**src/rtl/gc_response_rx.sv**
```systemverilog
// -----------------------------------------------------------------------------
// gc_response_rx
// Receives the 64-bit response that a game controller sends back after the poll
// generator has issued its command and released the bus. Each bit begins with a
// falling edge on the open-drain data line. The bit value is the line level
// SAMPLE_DLY cycles after that edge (short low = 1, long low = 0). The block also
// drives the poll generator's ready input: it holds ready high for READY_HOLD
// cycles, and the falling edge of ready starts the next poll.
//
// Ports
//   i_clk         system clock (60 MHz)
//   i_reset_n     asynchronous, active-low reset
//   i_gc_enable   from poll gen: 1 = line released (listen), 0 = poll gen driving
//   i_gc_data     raw controller data line, idles high, asynchronous to i_clk
//   o_ready       to poll gen ready: high holds it, a falling edge starts a poll
//   o_resp_data   last good response; first received bit is in [RESP_BITS-1]
//   o_resp_valid  one-cycle pulse when o_resp_data updates
//   o_resp_error  one-cycle pulse on timeout or abort
// -----------------------------------------------------------------------------
module gc_response_rx #(
    parameter int SAMPLE_DLY = 120,
    parameter int FIRST_TMO  = 600,
    parameter int BIT_TMO    = 300,
    parameter int READY_HOLD = 60000,
    parameter int RESP_BITS  = 64
) (
    input  logic                 i_clk,
    input  logic                 i_reset_n,
    input  logic                 i_gc_enable,
    input  logic                 i_gc_data,
    output logic                 o_ready,
    output logic [RESP_BITS-1:0] o_resp_data,
    output logic                 o_resp_valid,
    output logic                 o_resp_error
);

    localparam int MAX_TMO = (FIRST_TMO > BIT_TMO) ? FIRST_TMO : BIT_TMO;
    localparam int HOLD_W  = $clog2(READY_HOLD + 1);
    localparam int TMO_W   = $clog2(MAX_TMO + 1);
    localparam int DLY_W   = $clog2(SAMPLE_DLY + 1);
    localparam int BIT_W   = $clog2(RESP_BITS + 1);

    localparam logic [HOLD_W-1:0] HOLD_LAST = HOLD_W'(READY_HOLD - 1);
    localparam logic [TMO_W-1:0]  FIRST_LIM = TMO_W'(FIRST_TMO);
    localparam logic [TMO_W-1:0]  BIT_LIM   = TMO_W'(BIT_TMO);
    localparam logic [DLY_W-1:0]  DLY_LAST  = DLY_W'(SAMPLE_DLY - 1);
    localparam logic [BIT_W-1:0]  BITS_ALL  = BIT_W'(RESP_BITS);

    typedef enum logic [2:0] {
        S_HOLD,
        S_ARM,
        S_WAIT_EDGE,
        S_SAMPLE,
        S_WAIT_HIGH,
        S_COMMIT,
        S_ERROR
    } state_t;

    state_t r_state;
    state_t w_state_next;

    logic                 r_sd_meta;
    logic                 r_sd;
    logic                 r_sd_q;
    logic                 r_en;
    logic                 r_en_q;
    logic [HOLD_W-1:0]    r_hold_cnt;
    logic [TMO_W-1:0]     r_tmo;
    logic [DLY_W-1:0]     r_dly;
    logic [BIT_W-1:0]     r_bitcnt;
    logic [RESP_BITS-1:0] r_shift;
    logic [RESP_BITS-1:0] r_resp_data;

    logic                 w_fall;
    logic                 w_en_rise;
    logic [TMO_W-1:0]     w_tmo_inc;
    logic [TMO_W-1:0]     w_tmo_lim;
    logic                 w_tmo_hit;
    logic                 w_sample_now;
    logic                 w_commit;

    // Line synchronizer and enable register. The synchronizer resets to the idle-high
    // level so that leaving reset cannot look like a falling edge.
    always_ff @(posedge i_clk or negedge i_reset_n) begin
        if (!i_reset_n) begin
            r_sd_meta <= 1'b1;
            r_sd      <= 1'b1;
            r_sd_q    <= 1'b1;
            r_en      <= 1'b0;
            r_en_q    <= 1'b0;
        end else begin
            r_sd_meta <= i_gc_data;
            r_sd      <= r_sd_meta;
            r_sd_q    <= r_sd;
            r_en      <= i_gc_enable;
            r_en_q    <= r_en;
        end
    end

    assign w_fall    = r_sd_q & ~r_sd;
    assign w_en_rise = r_en & ~r_en_q;

    // The timeout count runs from the most recent falling edge. Before the first
    // bit, it runs from the release of the bus instead, and then the longer limit applies.
    assign w_tmo_inc    = r_tmo + 1'b1;
    assign w_tmo_lim    = (r_bitcnt == '0) ? FIRST_LIM : BIT_LIM;
    assign w_tmo_hit    = (w_tmo_inc >= w_tmo_lim);
    assign w_sample_now = (r_state == S_SAMPLE) && r_en && (r_dly == DLY_LAST);
    assign w_commit     = (r_state == S_WAIT_HIGH) && r_en && r_sd && (r_bitcnt == BITS_ALL);

    // State register
    always_ff @(posedge i_clk or negedge i_reset_n) begin
        if (!i_reset_n) begin
            r_state <= S_HOLD;
        end else begin
            r_state <= w_state_next;
        end
    end

    // Next-state logic. Losing the enable mid-frame aborts the frame. When an edge
    // and a timeout occur in the same cycle, the edge takes priority. Falls seen
    // during SAMPLE are ignored, so a glitch cannot move the sample point.
    always_comb begin
        w_state_next = r_state;
        case (r_state)
            S_HOLD: begin
                if (r_hold_cnt == HOLD_LAST) begin
                    w_state_next = S_ARM;
                end
            end
            S_ARM: begin
                if (w_en_rise) begin
                    w_state_next = S_WAIT_EDGE;
                end
            end
            S_WAIT_EDGE: begin
                if (!r_en) begin
                    w_state_next = S_ERROR;
                end else if (w_fall) begin
                    w_state_next = S_SAMPLE;
                end else if (w_tmo_hit) begin
                    w_state_next = S_ERROR;
                end
            end
            S_SAMPLE: begin
                if (!r_en) begin
                    w_state_next = S_ERROR;
                end else if (r_dly == DLY_LAST) begin
                    w_state_next = S_WAIT_HIGH;
                end
            end
            S_WAIT_HIGH: begin
                if (!r_en) begin
                    w_state_next = S_ERROR;
                end else if (r_sd) begin
                    w_state_next = (r_bitcnt == BITS_ALL) ? S_COMMIT : S_WAIT_EDGE;
                end else if (w_tmo_hit) begin
                    w_state_next = S_ERROR;
                end
            end
            S_COMMIT: w_state_next = S_HOLD;
            S_ERROR:  w_state_next = S_HOLD;
            default:  w_state_next = S_HOLD;
        endcase
    end

    // Output logic
    always_comb begin
        o_ready      = (r_state == S_HOLD);
        o_resp_valid = (r_state == S_COMMIT);
        o_resp_error = (r_state == S_ERROR);
    end

    // Counters
    always_ff @(posedge i_clk or negedge i_reset_n) begin
        if (!i_reset_n) begin
            r_hold_cnt <= '0;
            r_tmo      <= '0;
            r_dly      <= '0;
            r_bitcnt   <= '0;
        end else begin
            if (r_state == S_HOLD && w_state_next == S_HOLD) begin
                r_hold_cnt <= r_hold_cnt + 1'b1;
            end else begin
                r_hold_cnt <= '0;
            end

            // The count restarts on each accepted falling edge. It is not cleared
            // between WAIT_HIGH and the next WAIT_EDGE.
            case (r_state)
                S_WAIT_EDGE: r_tmo <= (w_state_next == S_SAMPLE) ? '0 : w_tmo_inc;
                S_SAMPLE,
                S_WAIT_HIGH: r_tmo <= w_tmo_inc;
                default:     r_tmo <= '0;
            endcase

            if (r_state == S_SAMPLE) begin
                r_dly <= r_dly + 1'b1;
            end else begin
                r_dly <= '0;
            end

            if (r_state == S_HOLD || r_state == S_ARM) begin
                r_bitcnt <= '0;
            end else if (w_sample_now) begin
                r_bitcnt <= r_bitcnt + 1'b1;
            end
        end
    end

    // Response shift register. Its stale contents never reach the output
    // unless a complete frame has been received.
    always_ff @(posedge i_clk) begin
        if (w_sample_now) begin
            r_shift <= {r_shift[RESP_BITS-2:0], r_sd};
        end
    end

    always_ff @(posedge i_clk or negedge i_reset_n) begin
        if (!i_reset_n) begin
            r_resp_data <= '0;
        end else if (w_commit) begin
            r_resp_data <= r_shift;
        end
    end

    assign o_resp_data = r_resp_data;

endmodule

```
**config.mk**
```make
export PLATFORM = sky130hd
export DESIGN_NAME = gc_response_rx
export DESIGN_NICKNAME = d
export VERILOG_FILES = /design/src/rtl/gc_response_rx.sv
export SDC_FILE = /design/constraint.sdc
export NUM_CORES = 1
export LEC_CHECK = 0
export CAP_MARGIN = 10
export CORE_UTILIZATION = 55
export CTS_CLUSTER_SIZE = 24
export DETAILED_ROUTE_END_ITERATION = 10
export HOLD_SLACK_MARGIN = 0.02
export PLACE_DENSITY = 0.83
export RECOVER_POWER = 25
export SYNTH_ARGS = -nofsm -noshare
export SYNTH_HDL_FRONTEND = slang
export SYNTH_SLANG_ARGS = --single-unit
```
**constraint.sdc**
```tcl
create_clock -name i_clk -period 6.1 [get_ports i_clk]
set_input_delay 1.22 -clock i_clk [delete_from_list [all_inputs] [get_ports i_clk]]
set_output_delay 1.22 -clock i_clk [all_outputs]
set_load 0.02 [all_outputs]
```
==> results.py <==
metrics = {
    "status": {
        "status": "finished with violations",
        "violations": "capacitance limit, slew limit",
    },
    "power": {
        "p_sw_w": 0.000474,
        "p_total_w": 0.00244,
        "seq_power_share_pct": 50.0,
        "power.share.clock_pct": 49.3,
        "power.share.switching_pct": 19.4,
        "p_per_area_nw_per_um2": 292,
        "ir_drop_mv": 0.185,
        "p_leak_nw": 3.51,
        "combPwrFrac_pct": 0.7,
        "p_int_w": 0.00197,
    },
    "clock_network": {
        "cts_tree": "yes",
        "clk_pin_slew_ns": 0.06,
        "cts_max_level": 4,
        "root_buffer": "clkbuf_16",
        "clk-insertion-delay-late_ns": 0.42,
        "cts_setup_buffers": 0,
        "ctsResizeCount": 0,
        "numCtsBuffers": 17,
        "cts_buffer_depth": 2,
        "cts.sinks": 176,
        "hold_buffers": 0,
    },
    "worst_setup_path": {
        "path_cells": "clkbuf_1, buf_4",
        "reg2reg_slack_ns": 2.50,
        "r2r_start": "r_bitcnt[0]$_DFFE_PN0P_",
        "end_kind": "asynchronous set/reset pin",
        "slowest_delay_ns": 2.43,
        "critPathSlowestCell": "clkbuf_1",
        "worstPathMaxFanout": 65,
        "worstSetupStartpointType": "input pin",
        "crit_buf_inv": 2,
        "path_class": "in -> async",
        "worstPathArrival_ns": 4.51,
        "cp.depth": 2,
        "cp-endpoint": "r_hold_cnt[12]$_DFF_PN0_",
        "startpoint": "i_reset_n",
        "critical-path-top-delay-family": "buffers and inverters",
        "rr_worst_depth": 7,
        "cp.required_ns": 6.61,
        "rr_endpoint": "r_hold_cnt[6]$_DFF_PN0_",
    },
    "sta": {
        "setup_viol": 0,
        "rsz0062_at_grt": "false",
        "finalClockSkew_ns": 0.00989,
        "min_period_over_period_pct": 65.7,
        "hold_viol_final": 0,
        "min_period_ns": 4.01,
        "max_slew_margin_pct": -133,
        "fmax_mhz": 250,
        "finalSetupTns_ns": 0,
        "holdWs_ns": 0.362,
        "tightestPinTransition_ns": 3.50,
        "finalMaxSlewViolations": 66,
    },
    "layout": {
        "final_core_util_pct": 69.4,
        "multiInputGateArea_um2": 2010,
        "layout_common_cells": "dfrtp_1, clkdlybuf4s50_1, edfxtp_1",
        "layout-drive-gt1-share_pct": 18.1,
        "nets": 556,
        "diodes": 0,
        "regArea_um2": 4730,
        "final_common_cell": "dfrtp_1",
        "fillers": 793,
        "syn2layout_area_growth_pct": 22.1,
        "fin_area_um2": 8370,
    },
    "yosys": {
        "synth-edff-count": 64,
        "synth-seq-cells": 176,
        "synth_warnings": 0,
        "synthArstFlopShare_pct": 63.6,
        "syn-num-nets": 480,
        "synth_cells": 468,
        "synthesis.area_um2": 6860,
        "ys_seq_area_share_pct": 68.9,
        "synth_ff_type": "dfrtp_1",
        "synth_cell_types": 47,
        "avgSynthCellArea_um2": 14.7,
    },
    "detailed_routing": {
        "vias_per_cell": 5.50,
        "drt-wirelength-per-cell_um": 17.2,
        "drtIter0Drc": 255,
        "routed-via-count": 3987,
        "totalWireLength_um": 12500,
        "drtAntennaViolNets": 0,
        "drc": 0,
        "firstDrtPassIters": 5,
    },
    "place": {
        "dpl_cell_area_um2": 7710,
        "place.gp.congestion": 0.852,
        "io_buffer_count": 70,
        "hpwl_um": 7770,
    },
    "die": {
        "fp.dieH_um": 114,
        "core_area_um2": 12100,
        "pin_count": 71,
        "rows": 40,
        "start_util_pct": 56.9,
        "dieWidth_um": 114,
        "die_area_um2": 12900,
    },
    "grt": {
        "grt.overflow.total": 0,
        "grt_pass1_wl_um": 20500,
        "grt_pass1_vias": 4046,
        "antenna_found_initial": 0,
        "grt_use_total_pct": 21.0,
        "grt_max_degree": 67,
    },
    "job": {
        "maxCapViolations": 1,
    },
    "worst_hold_path": {
        "hold_class": "reg -> reg",
    },
}
## metal layers
| layer | up-vias | wire (um) | global-route usage [%] |
|---|---|---|---|
| li1 | 1838 | - | - |
| met2 | 129 | 6260 | 34.4 |
| met4 | 0 | 186 | 8.16 |
| met3 | 19 | 633 | 5.63 |
| met5 | - | 0 | 0 |
| met1 | 2001 | 5390 | 26.9 |
## sequential cells by signal, indices dropped and copies added, names as in the netlist
register / count
o_resp_data: 64
r_bitcnt: 7
r_dly: 7
r_en: 1
r_en_q: 1
r_hold_cnt: 16
r_sd: 1
r_sd_meta: 1
r_sd_q: 1
r_shift: 64
r_state: 3
r_tmo: 10
## cell families (layout without fill, tap and decap cells)
logic type	Yosys count	after routing	share of synthesized area, %
buffers and inverters	26	115	2.02
DFF	176	176	68.9
and+or+nand+nor	133	133	9.69
AOI/OAI and AO/OA	27	27	3.01
adders and majority gates	8	8	1.46
xor gates and xnor gates	32	32	4.09
muxes	66	66	10.8
## power by group through the flow
stage	combinational, W	sequential [W]	clock [W]
6_report	0.0000173	0.00122	0.00120
5_1_grt	0.0000207	0.00122	0.00127
4_1_cts	0.0000190	0.00122	0.00122
3_5_place_dp	0.0000189	0.00125	0
3_3_place_gp	0.0000188	0.00125	0
2_1_floorplan	0.00000125	0.00125	0
## Yosys cell counts (6+ instances only)
master    number  area, um^2
mux2_2        59         664
and3_1         9        56.3
a21oi_1        6        30.0
nand3_1       18        90.1
nand4_1        8        50.1
nand2_1       16        60.1
o21ai_0        6        30.0
clkbuf_1       8        30.0
inv_1         10        37.5
xor2_1        20         175
dfrtp_1      109        2730
nor3_1         9        45.0
edfxtp_1      64        1920
xnor2_1       12         105
ha_1           8         100
nor2_1        49         184
## stage by stage
stage	setup slack, ns	cells
4_1_cts	2.44	725
5_1_grt	1.42	725
3_5_place_dp	2.48	693
3_3_place_gp	2.72	693
2_1_floorplan	0.462	468
6_report	2.09	725
## worst min-delay path by stage
stage	slack (ns)	from	depth (start not counted)	endpoint
floorplan	0.35	r_sd_meta$_DFF_PN1_	0	r_sd$_DFF_PN1_
global placement	0.35	r_sd_meta$_DFF_PN1_	0	r_sd$_DFF_PN1_
detailed placement	0.35	r_sd_meta$_DFF_PN1_	0	r_sd$_DFF_PN1_
CTS	0.36	r_sd_meta$_DFF_PN1_	0	r_sd$_DFF_PN1_
global route	0.37	r_sd_meta$_DFF_PN1_	0	r_sd$_DFF_PN1_
finish	0.36	r_sd_meta$_DFF_PN1_	0	r_sd$_DFF_PN1_
## area by class of cell
type | instances | share of cell area, %
tap | 168 | 2.51
sequential | 176 | 56.5
timing repair buffer | 73 | 8.56
inverter | 10 | 0.448
clock buffer | 18 | 5.25
multi-input combinational | 266 | 24.0
clock inverter | 14 | 2.71
Note: power is estimated with default switching activity, not from simulation.
